`src/rtl/cpc_bus_cycle_decoder_if.sv`:
```
// Z80 bus bundle seen by the 512K expansion CPLD front end.
//
// Signals (all driven by the Z80 side, sampled by the decoder):
//   mreq_b, iorq_b, rd_b, wr_b, m1_b, rfsh_b : raw controls, active low
//   adr15, adr8                              : address bits used for port decode
//   data[7:0]                                : data bus
//
// Modports:
//   master : the CPU / bus driver
//   slave  : the cycle decoder
interface cpc_bus_cycle_decoder_if;
    logic       mreq_b;
    logic       iorq_b;
    logic       rd_b;
    logic       wr_b;
    logic       m1_b;
    logic       rfsh_b;
    logic       adr15;
    logic       adr8;
    logic [7:0] data;

    modport master (
        output mreq_b, iorq_b, rd_b, wr_b, m1_b, rfsh_b, adr15, adr8, data
    );

    modport slave (
        input mreq_b, iorq_b, rd_b, wr_b, m1_b, rfsh_b, adr15, adr8, data
    );
endinterface

```
`src/rtl/cpc_bus_cycle_decoder.sv`:
```
// Front-end stage of the 512K expansion CPLD.
//
// Registers the raw Z80 bus, classifies each bus cycle with a small FSM and
// produces registered cycle-type levels plus a one-clock strobe when a
// DK'Tronics/Amstrad bank-select write (OUT &7Fxx/&7Exx, data 0b11cccbbb) is
// accepted. The accepted value is latched into ramblock/mode3/cardsel.
//
// Ports:
//   clk             CPU clock, rising edge
//   reset           asynchronous, active-high
//   bus             Z80 bus (slave modport of cpc_bus_cycle_decoder_if)
//   low512kb_mode   1: card answers on &7Exx, 0: on &7Fxx
//   shadow_mode     enables aliasing of the shadow bank in ramblock
//   shadow_bank     64K bank reserved for shadow memory
//   mrd_cyc         level, memory read (incl. M1 fetch) in progress
//   mwr_cyc         level, memory write in progress
//   rfsh_cyc        level, refresh cycle in progress
//   iowr_stb        one-clock pulse, bank-select write accepted
//   ramblock        latched {ccc,bbb}, shadow-aliased
//   mode3           latched bbb == 3'b011
//   cardsel         last accepted write addressed this card's port
//   bankwr_cnt      saturating count of accepted bank writes
//
// Build option:
//   CYCLE_DEGLITCH_EN  when defined, IO_PEND -> IOWR needs IORQ and WR low on
//                      two consecutive samples; a one-sample WR glitch is ignored.
module cpc_bus_cycle_decoder #(
    parameter int unsigned CNT_W = 8
) (
    input  logic                   clk,
    input  logic                   reset,
    cpc_bus_cycle_decoder_if.slave bus,
    input  logic                   low512kb_mode,
    input  logic                   shadow_mode,
    input  logic [2:0]             shadow_bank,
    output logic                   mrd_cyc,
    output logic                   mwr_cyc,
    output logic                   rfsh_cyc,
    output logic                   iowr_stb,
    output logic [5:0]             ramblock,
    output logic                   mode3,
    output logic                   cardsel,
    output logic [CNT_W-1:0]       bankwr_cnt
);

    typedef enum logic [3:0] {
        StIdle,
        StMemPend,
        StIoPend,
        StMrd,
        StMwr,
        StIord,
        StIowr,
        StInta,
        StRfsh
    } state_e;

    state_e state_q, state_d;

    logic       mreq_b_q, iorq_b_q, rd_b_q, wr_b_q, m1_b_q, rfsh_b_q;
    logic       adr15_q, adr8_q;
    logic [7:0] data_q;

    // sampled_q: at least one real bus sample has been taken since reset.
    // armed_q: the bus has been seen idle since reset, so a cycle cut by reset
    // is never picked up half-way.
    logic sampled_q;
    logic armed_q, armed_d;

    logic       released;
    logic       bank_hit;
    logic       io_wr_go;
    logic       accept;
    logic [2:0] ccc_alias;
    logic [5:0] ramblock_d;

    // Input stage: every control, address and data pin is registered.
    always_ff @(posedge clk or posedge reset) begin
        if (reset) begin
            mreq_b_q  <= 1'b1;
            iorq_b_q  <= 1'b1;
            rd_b_q    <= 1'b1;
            wr_b_q    <= 1'b1;
            m1_b_q    <= 1'b1;
            rfsh_b_q  <= 1'b1;
            adr15_q   <= 1'b0;
            adr8_q    <= 1'b0;
            data_q    <= 8'h00;
            sampled_q <= 1'b0;
        end else begin
            mreq_b_q  <= bus.mreq_b;
            iorq_b_q  <= bus.iorq_b;
            rd_b_q    <= bus.rd_b;
            wr_b_q    <= bus.wr_b;
            m1_b_q    <= bus.m1_b;
            rfsh_b_q  <= bus.rfsh_b;
            adr15_q   <= bus.adr15;
            adr8_q    <= bus.adr8;
            data_q    <= bus.data;
            sampled_q <= 1'b1;
        end
    end

    assign released = mreq_b_q & iorq_b_q;
    assign armed_d  = armed_q | (sampled_q & released);
    assign bank_hit = ~adr15_q & (data_q[7:6] == 2'b11);

`ifdef CYCLE_DEGLITCH_EN
    logic wr_qual_prev_q;

    always_ff @(posedge clk or posedge reset) begin
        if (reset) begin
            wr_qual_prev_q <= 1'b0;
        end else begin
            wr_qual_prev_q <= ~iorq_b_q & ~wr_b_q;
        end
    end

    assign io_wr_go = ~iorq_b_q & ~wr_b_q & wr_qual_prev_q;
`else
    assign io_wr_go = ~wr_b_q;
`endif

    // Shadow aliasing clears the low bit of the 64K bank field.
    always_comb begin
        ccc_alias = data_q[5:3];
        if (shadow_mode && (data_q[5:3] == shadow_bank)) begin
            ccc_alias[0] = 1'b0;
        end
        ramblock_d = {ccc_alias, data_q[2:0]};
    end

    always_comb begin
        state_d = state_q;
        accept  = 1'b0;
        unique case (state_q)
            StIdle: begin
                if (armed_q) begin
                    if (!rfsh_b_q) begin
                        state_d = StRfsh;
                    end else if (!iorq_b_q && !m1_b_q) begin
                        state_d = StInta;
                    end else if (!mreq_b_q) begin
                        state_d = StMemPend;
                    end else if (!iorq_b_q) begin
                        state_d = StIoPend;
                    end
                end
            end
            StMemPend: begin
                if (released) begin
                    state_d = StIdle;
                end else if (!rd_b_q) begin
                    state_d = StMrd;
                end else if (!wr_b_q) begin
                    state_d = StMwr;
                end
            end
            StIoPend: begin
                if (released) begin
                    state_d = StIdle;
                end else if (!rd_b_q) begin
                    state_d = StIord;
                end else if (io_wr_go) begin
                    // Accept only on entry, so one IO cycle gives at most one strobe.
                    state_d = StIowr;
                    accept  = bank_hit;
                end
            end
            default: begin
                if (released) begin
                    state_d = StIdle;
                end
            end
        endcase
    end

    always_ff @(posedge clk or posedge reset) begin
        if (reset) begin
            state_q    <= StIdle;
            armed_q    <= 1'b0;
            mrd_cyc    <= 1'b0;
            mwr_cyc    <= 1'b0;
            rfsh_cyc   <= 1'b0;
            iowr_stb   <= 1'b0;
            ramblock   <= 6'b0;
            mode3      <= 1'b0;
            cardsel    <= 1'b0;
            bankwr_cnt <= '0;
        end else begin
            state_q  <= state_d;
            armed_q  <= armed_d;
            mrd_cyc  <= (state_d == StMrd);
            mwr_cyc  <= (state_d == StMwr);
            rfsh_cyc <= (state_d == StRfsh);
            iowr_stb <= accept;
            if (accept) begin
                ramblock <= ramblock_d;
                mode3    <= (data_q[2:0] == 3'b011);
                cardsel  <= low512kb_mode ? ~adr8_q : adr8_q;
                if (bankwr_cnt != {CNT_W{1'b1}}) begin
                    bankwr_cnt <= bankwr_cnt + {{(CNT_W-1){1'b0}}, 1'b1};
                end
            end
        end
    end

endmodule

```
`src/flat_wrapper.sv`:
```
// flat-port wrapper written by rule: the top's interface ports become plain ports
module cpc_bus_cycle_decoder_flat 
#(
    parameter int unsigned CNT_W = 8
)
  (clk, reset, low512kb_mode, shadow_mode, shadow_bank, mrd_cyc, mwr_cyc, rfsh_cyc, iowr_stb, ramblock, mode3, cardsel, bankwr_cnt, bus_mreq_b, bus_iorq_b, bus_rd_b, bus_wr_b, bus_m1_b, bus_rfsh_b, bus_adr15, bus_adr8, bus_data);
  cpc_bus_cycle_decoder_if bus_i ();
  input  logic clk;
  input  logic reset;
  input  logic low512kb_mode;
  input  logic shadow_mode;
  input  logic [2:0] shadow_bank;
  output logic mrd_cyc;
  output logic mwr_cyc;
  output logic rfsh_cyc;
  output logic iowr_stb;
  output logic [5:0] ramblock;
  output logic mode3;
  output logic cardsel;
  output logic [CNT_W-1:0] bankwr_cnt;
  input wire logic [$bits(bus_i.mreq_b)-1:0] bus_mreq_b;
  input wire logic [$bits(bus_i.iorq_b)-1:0] bus_iorq_b;
  input wire logic [$bits(bus_i.rd_b)-1:0] bus_rd_b;
  input wire logic [$bits(bus_i.wr_b)-1:0] bus_wr_b;
  input wire logic [$bits(bus_i.m1_b)-1:0] bus_m1_b;
  input wire logic [$bits(bus_i.rfsh_b)-1:0] bus_rfsh_b;
  input wire logic [$bits(bus_i.adr15)-1:0] bus_adr15;
  input wire logic [$bits(bus_i.adr8)-1:0] bus_adr8;
  input wire logic [$bits(bus_i.data)-1:0] bus_data;
  assign bus_i.mreq_b = bus_mreq_b;
  assign bus_i.iorq_b = bus_iorq_b;
  assign bus_i.rd_b = bus_rd_b;
  assign bus_i.wr_b = bus_wr_b;
  assign bus_i.m1_b = bus_m1_b;
  assign bus_i.rfsh_b = bus_rfsh_b;
  assign bus_i.adr15 = bus_adr15;
  assign bus_i.adr8 = bus_adr8;
  assign bus_i.data = bus_data;
  cpc_bus_cycle_decoder #(.CNT_W(CNT_W)) u_core (.clk(clk), .reset(reset), .bus(bus_i), .low512kb_mode(low512kb_mode), .shadow_mode(shadow_mode), .shadow_bank(shadow_bank), .mrd_cyc(mrd_cyc), .mwr_cyc(mwr_cyc), .rfsh_cyc(rfsh_cyc), .iowr_stb(iowr_stb), .ramblock(ramblock), .mode3(mode3), .cardsel(cardsel), .bankwr_cnt(bankwr_cnt));
endmodule
```
`config.mk`:
```
export PLATFORM = sky130hd
export DESIGN_NAME = cpc_bus_cycle_decoder_flat
export DESIGN_NICKNAME = d
export VERILOG_FILES = /design/src/rtl/cpc_bus_cycle_decoder_if.sv /design/src/rtl/cpc_bus_cycle_decoder.sv /design/src/flat_wrapper.sv
export SDC_FILE = /design/constraint.sdc
export NUM_CORES = 1
export LEC_CHECK = 0
export BUFFER_PORTS_ARGS = -buffer_cell sky130_fd_sc_hd__buf_2
export CAP_MARGIN = 10
export CORE_ASPECT_RATIO = 0.5
export CORE_MARGIN = 2
export CORE_UTILIZATION = 44
export CTS_CLUSTER_DIAMETER = 120
export CTS_CLUSTER_SIZE = 8
export DETAILED_ROUTE_END_ITERATION = 8
export PLACE_DENSITY = 0.71
export SETUP_SLACK_MARGIN = 0.3
export SYNTH_ARGS = -nofsm -noshare
export SYNTH_HDL_FRONTEND = slang
export SYNTH_SLANG_ARGS = --single-unit
```
`constraint.sdc`:
```
create_clock -name clk -period 3.6 [get_ports clk]
set_input_delay 0.54 -clock clk [delete_from_list [all_inputs] [get_ports clk]]
set_output_delay 0.54 -clock clk [all_outputs]
set_load 0.1 [all_outputs]
```
Word level (Yosys, flattened, before mapping)
Cells that the tools add are included.
{"block": "op_classes", "n_reduce_logical": 6, "n_mux": 19, "eq_ne": 9, "add_sub_neg": 1, "bitwise_logic": 6}
{"cell": "2-to-1 mux 4 bit", "n": 12}
{"cell": "case mux 4 bit (3 select lines)", "n": 1}
{"cell": "adder 8 x 1 -> 8 bit (second input constant)", "n": 1}
{"cell": "== test 4 x 2 -> 1 bit (second input constant)", "n": 2}
{"cell": "!= test 8 bit (second input constant)", "n": 1}
{"cell": "2-to-1 mux 1 bit", "n": 6}
{"cell": "== test 4 x 1 -> 1 bit (second input constant)", "n": 1}
{"cell": "== test 4 x 3 -> 1 bit (second input constant)", "n": 1}
{"cell": "== test 4 bit (second input constant)", "n": 1}
{"cell": "zero test 4 bit", "n": 1}
{"cell": "AND 1 bit", "n": 3}
{"cell": "== test 3 x 2 -> 1 bit (second input constant)", "n": 1}
{"cell": "== test 3 bit", "n": 1}
{"cell": "== test 2 bit (second input constant)", "n": 1}
{"cell": "logical AND 1 bit", "n": 2}
{"cell": "zero test 1 bit", "n": 2}
{"cell": "NOT 1 bit", "n": 2}
{"cell": "AND reduction 2 bit", "n": 1}
{"cell": "bitwise OR 1 bit", "n": 1}
{"block": "word_totals", "word_cells": 61, "inputBits": 23, "register_bits": 42}

Depth between registers and ports, before layout
{"block": "depth", "depth_word": 7, "ltp_mapped": 6}

Least setup slack after synthesis
OpenSTA, ideal clock, no wires.
{"block": "synth_timing", "kind": "register -> register", "startpoint": "reg u_core.bankwr_cnt[2]", "endpoint": "reg u_core.bankwr_cnt[1]", "path_stages_with_launch": 6, "arrival_ps": 2194, "setup_time_ps": 128, "setup_slack_ps": 1277, "required_ps": 3472, "cell_sequence": "dfrtp_1 and4_1 and4_1 clkbuf_1 nor2_1 mux2_1"}
{"block": "synth_via", "elab_chain_len": 2}
{"element": "start, declared", "line_no": "cpc_bus_cycle_decoder.sv:43", "rtl": "output logic [CNT_W-1:0] bankwr_cnt"}
{"element": "start signal, assigned", "line_no": "cpc_bus_cycle_decoder.sv:202", "rtl": "bankwr_cnt <= bankwr_cnt + {{(CNT_W-1){1'b0}}, 1'b1};"}
{"element": "!= test 8 bit", "line_no": "cpc_bus_cycle_decoder.sv:201", "rtl": "if (bankwr_cnt != {CNT_W{1'b1}}) begin"}
{"element": "AND reduction 2 bit (no source line)"}
Every way passes these cells.
A chain may end at the register's enable or synchronous reset.

Final worst setup path
{"block": "layout_timing", "startpoint": "reg u_core.state_q[3]", "endpoint": "reg u_core.bankwr_cnt[1]"}
{"block": "layout_via", "elab_chain_len": 3}
{"element": "start, declared", "line_no": "cpc_bus_cycle_decoder.sv:58", "rtl": "state_e state_q, state_d;"}
{"element": "start signal, assigned", "line_no": "cpc_bus_cycle_decoder.sv:180", "rtl": "state_q <= StIdle;"}
{"element": "start signal, assigned", "line_no": "cpc_bus_cycle_decoder.sv:191", "rtl": "state_q <= state_d;"}
{"element": "== test 4 x 2 -> 1 bit", "line_no": "cpc_bus_cycle_decoder.sv:136", "rtl": "unique case (state_q)"}
{"element": "2-to-1 mux 1 bit", "line_no": "cpc_bus_cycle_decoder.sv:136"}
{"element": "AND reduction 2 bit (no source line)"}
Every way passes these cells.

==> results.sh <==
export IMPL_ioPinCount=43
export IMPL_hold_violations=0
export IMPL_min_period_ps=2100
export IMPL_cp_end_kind="flip-flop"
export IMPL_peakVddDrop_mv=0.2153
export IMPL_dieArea_mm2=0.004375
export IMPL_clock_sinks=42
export IMPL_cts_root_buf="clkbuf_8"
export IMPL_synthArstFlopShare_pct=100.0
export IMPL_slew_viol_final=0
export IMPL_postRouteAntennaNets=0
export IMPL_diodes=0
export IMPL_overflow=0
export IMPL_yosys_area_top_type="dfrtp_1"
export IMPL_setup_viol=0
export IMPL_p_per_area_mw_per_mm2=621.3
export IMPL_fmax_mhz=476.2
export IMPL_clk_pin_slew_ps=80
export IMPL_grt_pass1_wl_um=4974
export IMPL_outcome="finished clean"
export IMPL_rows=15
export IMPL_synth_commonest_cells="dfrtp_1 (36), nand2_1 (10), xor2_1 (8)"
export IMPL_routabilityCongestion=0.8116
export IMPL_static_leakage_power_nw=1.028
export IMPL_cp_data_required_time_ps=3780
export IMPL_synth_top_area_share_pct=53.41
export IMPL_cpPeakStageDelay_ps=650
export IMPL_grt_max_degree=27
export IMPL_path_delay_family="simple AND/OR/NAND/NOR gates"
export IMPL_wire_per_inst_um=12.99
export IMPL_wirelength_um=2961
export IMPL_hold_ws_ps=302.9
export IMPL_ys_warn_count=0
export IMPL_die_y_um=47.78
export IMPL_first_pass_iters=4
export IMPL_cts_buffers=5
export IMPL_clock_latency_ps=290
export IMPL_nets=200
export IMPL_viasPerCell=4.965
export IMPL_grt_setup_unrepaired="no"
export IMPL_post_dp_hpwl_um=2222
export IMPL_min_path_type="in2async"
export IMPL_cts_resized=0
export IMPL_syn_avg_cell_area_um2=12.87
export IMPL_ctsHoldBuffers=0
export IMPL_grt_pass1_vias=1134
export IMPL_crit_chain="a211o_1 -> or4_1 -> nor2_1 -> mux2_1"
export IMPL_clk_path_buf_depth=2
export IMPL_drc=0
export IMPL_worstPathArrival_ps=2280
export IMPL_max_slew_worst_pin_slew_ps=598.1
export IMPL_synthDistinctLibCells=36
export IMPL_start_util_pct=47.55
export IMPL_cp_slowest_cell="or4_1"
export IMPL_ys_seq_area_share_pct=62.76
export IMPL_htree_levels=2
export IMPL_num_vias=1132
export IMPL_nFillCells=296
export IMPL_synth_area_top_cells="dfrtp_1 (53%), dfstp_2 (9.3%), xor2_1 (4.2%)"
export IMPL_drt_iter0_drc=54
export IMPL_synth_edf_count=0
export IMPL_start_kind="flip-flop"
export IMPL_total_power_mw=1.263
export IMPL_netlist_area_mm2=0.001687
export IMPL_syn_num_nets=155
export IMPL_ys_flop_type="dfrtp_1"
export IMPL_postSynthCellCount=131
export IMPL_critPathKind="reg2reg"
export IMPL_grtUsageTotal_pct=15.48
export IMPL_area_growth_pct=20.55
export IMPL_tns_ps=0
export IMPL_fin_crit_sh_pct=58.33
export IMPL_skew_ps=5.913
export IMPL_layout_drive_gt1_share_pct=37.29
export IMPL_portBuffers=42
export IMPL_drv_cap=0
export IMPL_antenna_found_initial=0
export IMPL_core_mm2=0.003547
export IMPL_die_width_um=91.56
export IMPL_yosysMostFrequentCell="dfrtp_1"
export IMPL_cts_tree="done"
export IMPL_maxSlewHeadroom_pct=60.08
export IMPL_cts_setup_buffers=0
export IMPL_cp_num_buf_inv=0
export IMPL_synth_seq_cells=42
export IMPL_path_max_fanout=6
-- stage by stage --
step	instances	util, %	cell area, um2	setup WS (ps)
3_5_place_dp	220	54.74	1942	1496
6_report	228	57.32	2033	1500
2_1_floorplan	131	-	1687	1277
3_3_place_gp	220	54.74	1942	1550
5_1_grt	228	57.32	2033	1407
4_1_cts	228	57.32	2033	1489
-- layer usage --
layer | up-vias | global-route usage, % | share of wire, %
met4 | 0 | 9.394 | 2.1
met3 | 8 | 4.409 | 4.1
met2 | 23 | 27.21 | 50
met5 | - | 0 | 0
li1 | 553 | - | -
met1 | 548 | 18.04 | 44
-- path summary, 6_finish.rpt --
kind / endpoint / startpoint / slack [ps] / cells after the start
min in group clk: u_core.mreq_b_q / bus_mreq_b / 340 / 1
worst max-delay path: u_core.bankwr_cnt[1] / u_core.state_q[3] / 1500 / 4
max in group asynchronous: u_core.rd_b_q / reset / 2510 / 3
worst min-delay path: u_core.ramblock[0] / reset / 300 / 2
worst max register to register: u_core.bankwr_cnt[1] / u_core.state_q[3] / 1500 / 4
worst min register to register: u_core.mode3 / u_core.mode3 / 480 / 2
-- worst register-to-register path, cell delays in order, from the launching register on --
cell and delay (ps):
dfrtp_1 430, a211o_1 340, or4_1 650, nor2_1 230
mux2_1 340
-- cell usage in the layout, fill, tap and decap left out, drive strengths merged, types with 2 or more instances in the layout --
cell type / count
mux2: 6
nand3: 7
inv: 4
dfstp: 6
clkbuf: 7
xor2: 8
nand3b: 4
nor4: 5
nor4bb: 2
buf: 43
nand2b: 3
nor2: 4
nand2: 10
and4: 3
or4: 2
o21ai: 4
xnor2: 2
nor3: 4
dfrtp: 36
mux2i: 2
nand4b: 2
-- power by group --
| group | internal (mW) | switching [mW] | leakage (nW) | total [mW] |
|---|---|---|---|---|
| clock | 0.155 | 0.149 | 0.0482 | 0.304 |
| sequential | 0.529 | 0.0533 | 0.519 | 0.583 |
| combinational | 0.0897 | 0.287 | 0.461 | 0.376 |
-- cell type report --
class / instances / area, um2 / area share (%)
clock inverters: 1 / 5.005 / 0.2462
multi-input cells: 80 / 586.8 / 28.86
well taps: 51 / 63.81 / 3.138
flip-flops and latches: 42 / 1059 / 52.06
inverters: 4 / 15.01 / 0.7385
repair buffers: 43 / 217.7 / 10.71
clock buffers: 7 / 86.33 / 4.246
-- cells by family after synthesis --
logic type	Yosys count	share of synthesized area [%]
fa+ha+maj	1	0.7417
xor+xnor	10	5.193
mux	8	5.193
compound gates	11	4.897
other cells	1	0.2223
buf+inv	9	2.448
simple gates	49	18.55
flops	42	62.76
-- flip-flops by register name, summed over array words and instances (netlist names), 4 cells and up --
register	cells
u_core.bankwr_cnt	8
u_core.data_q	8
u_core.ramblock	6
u_core.state_q	4
Power figures use the tool's default switching activity.
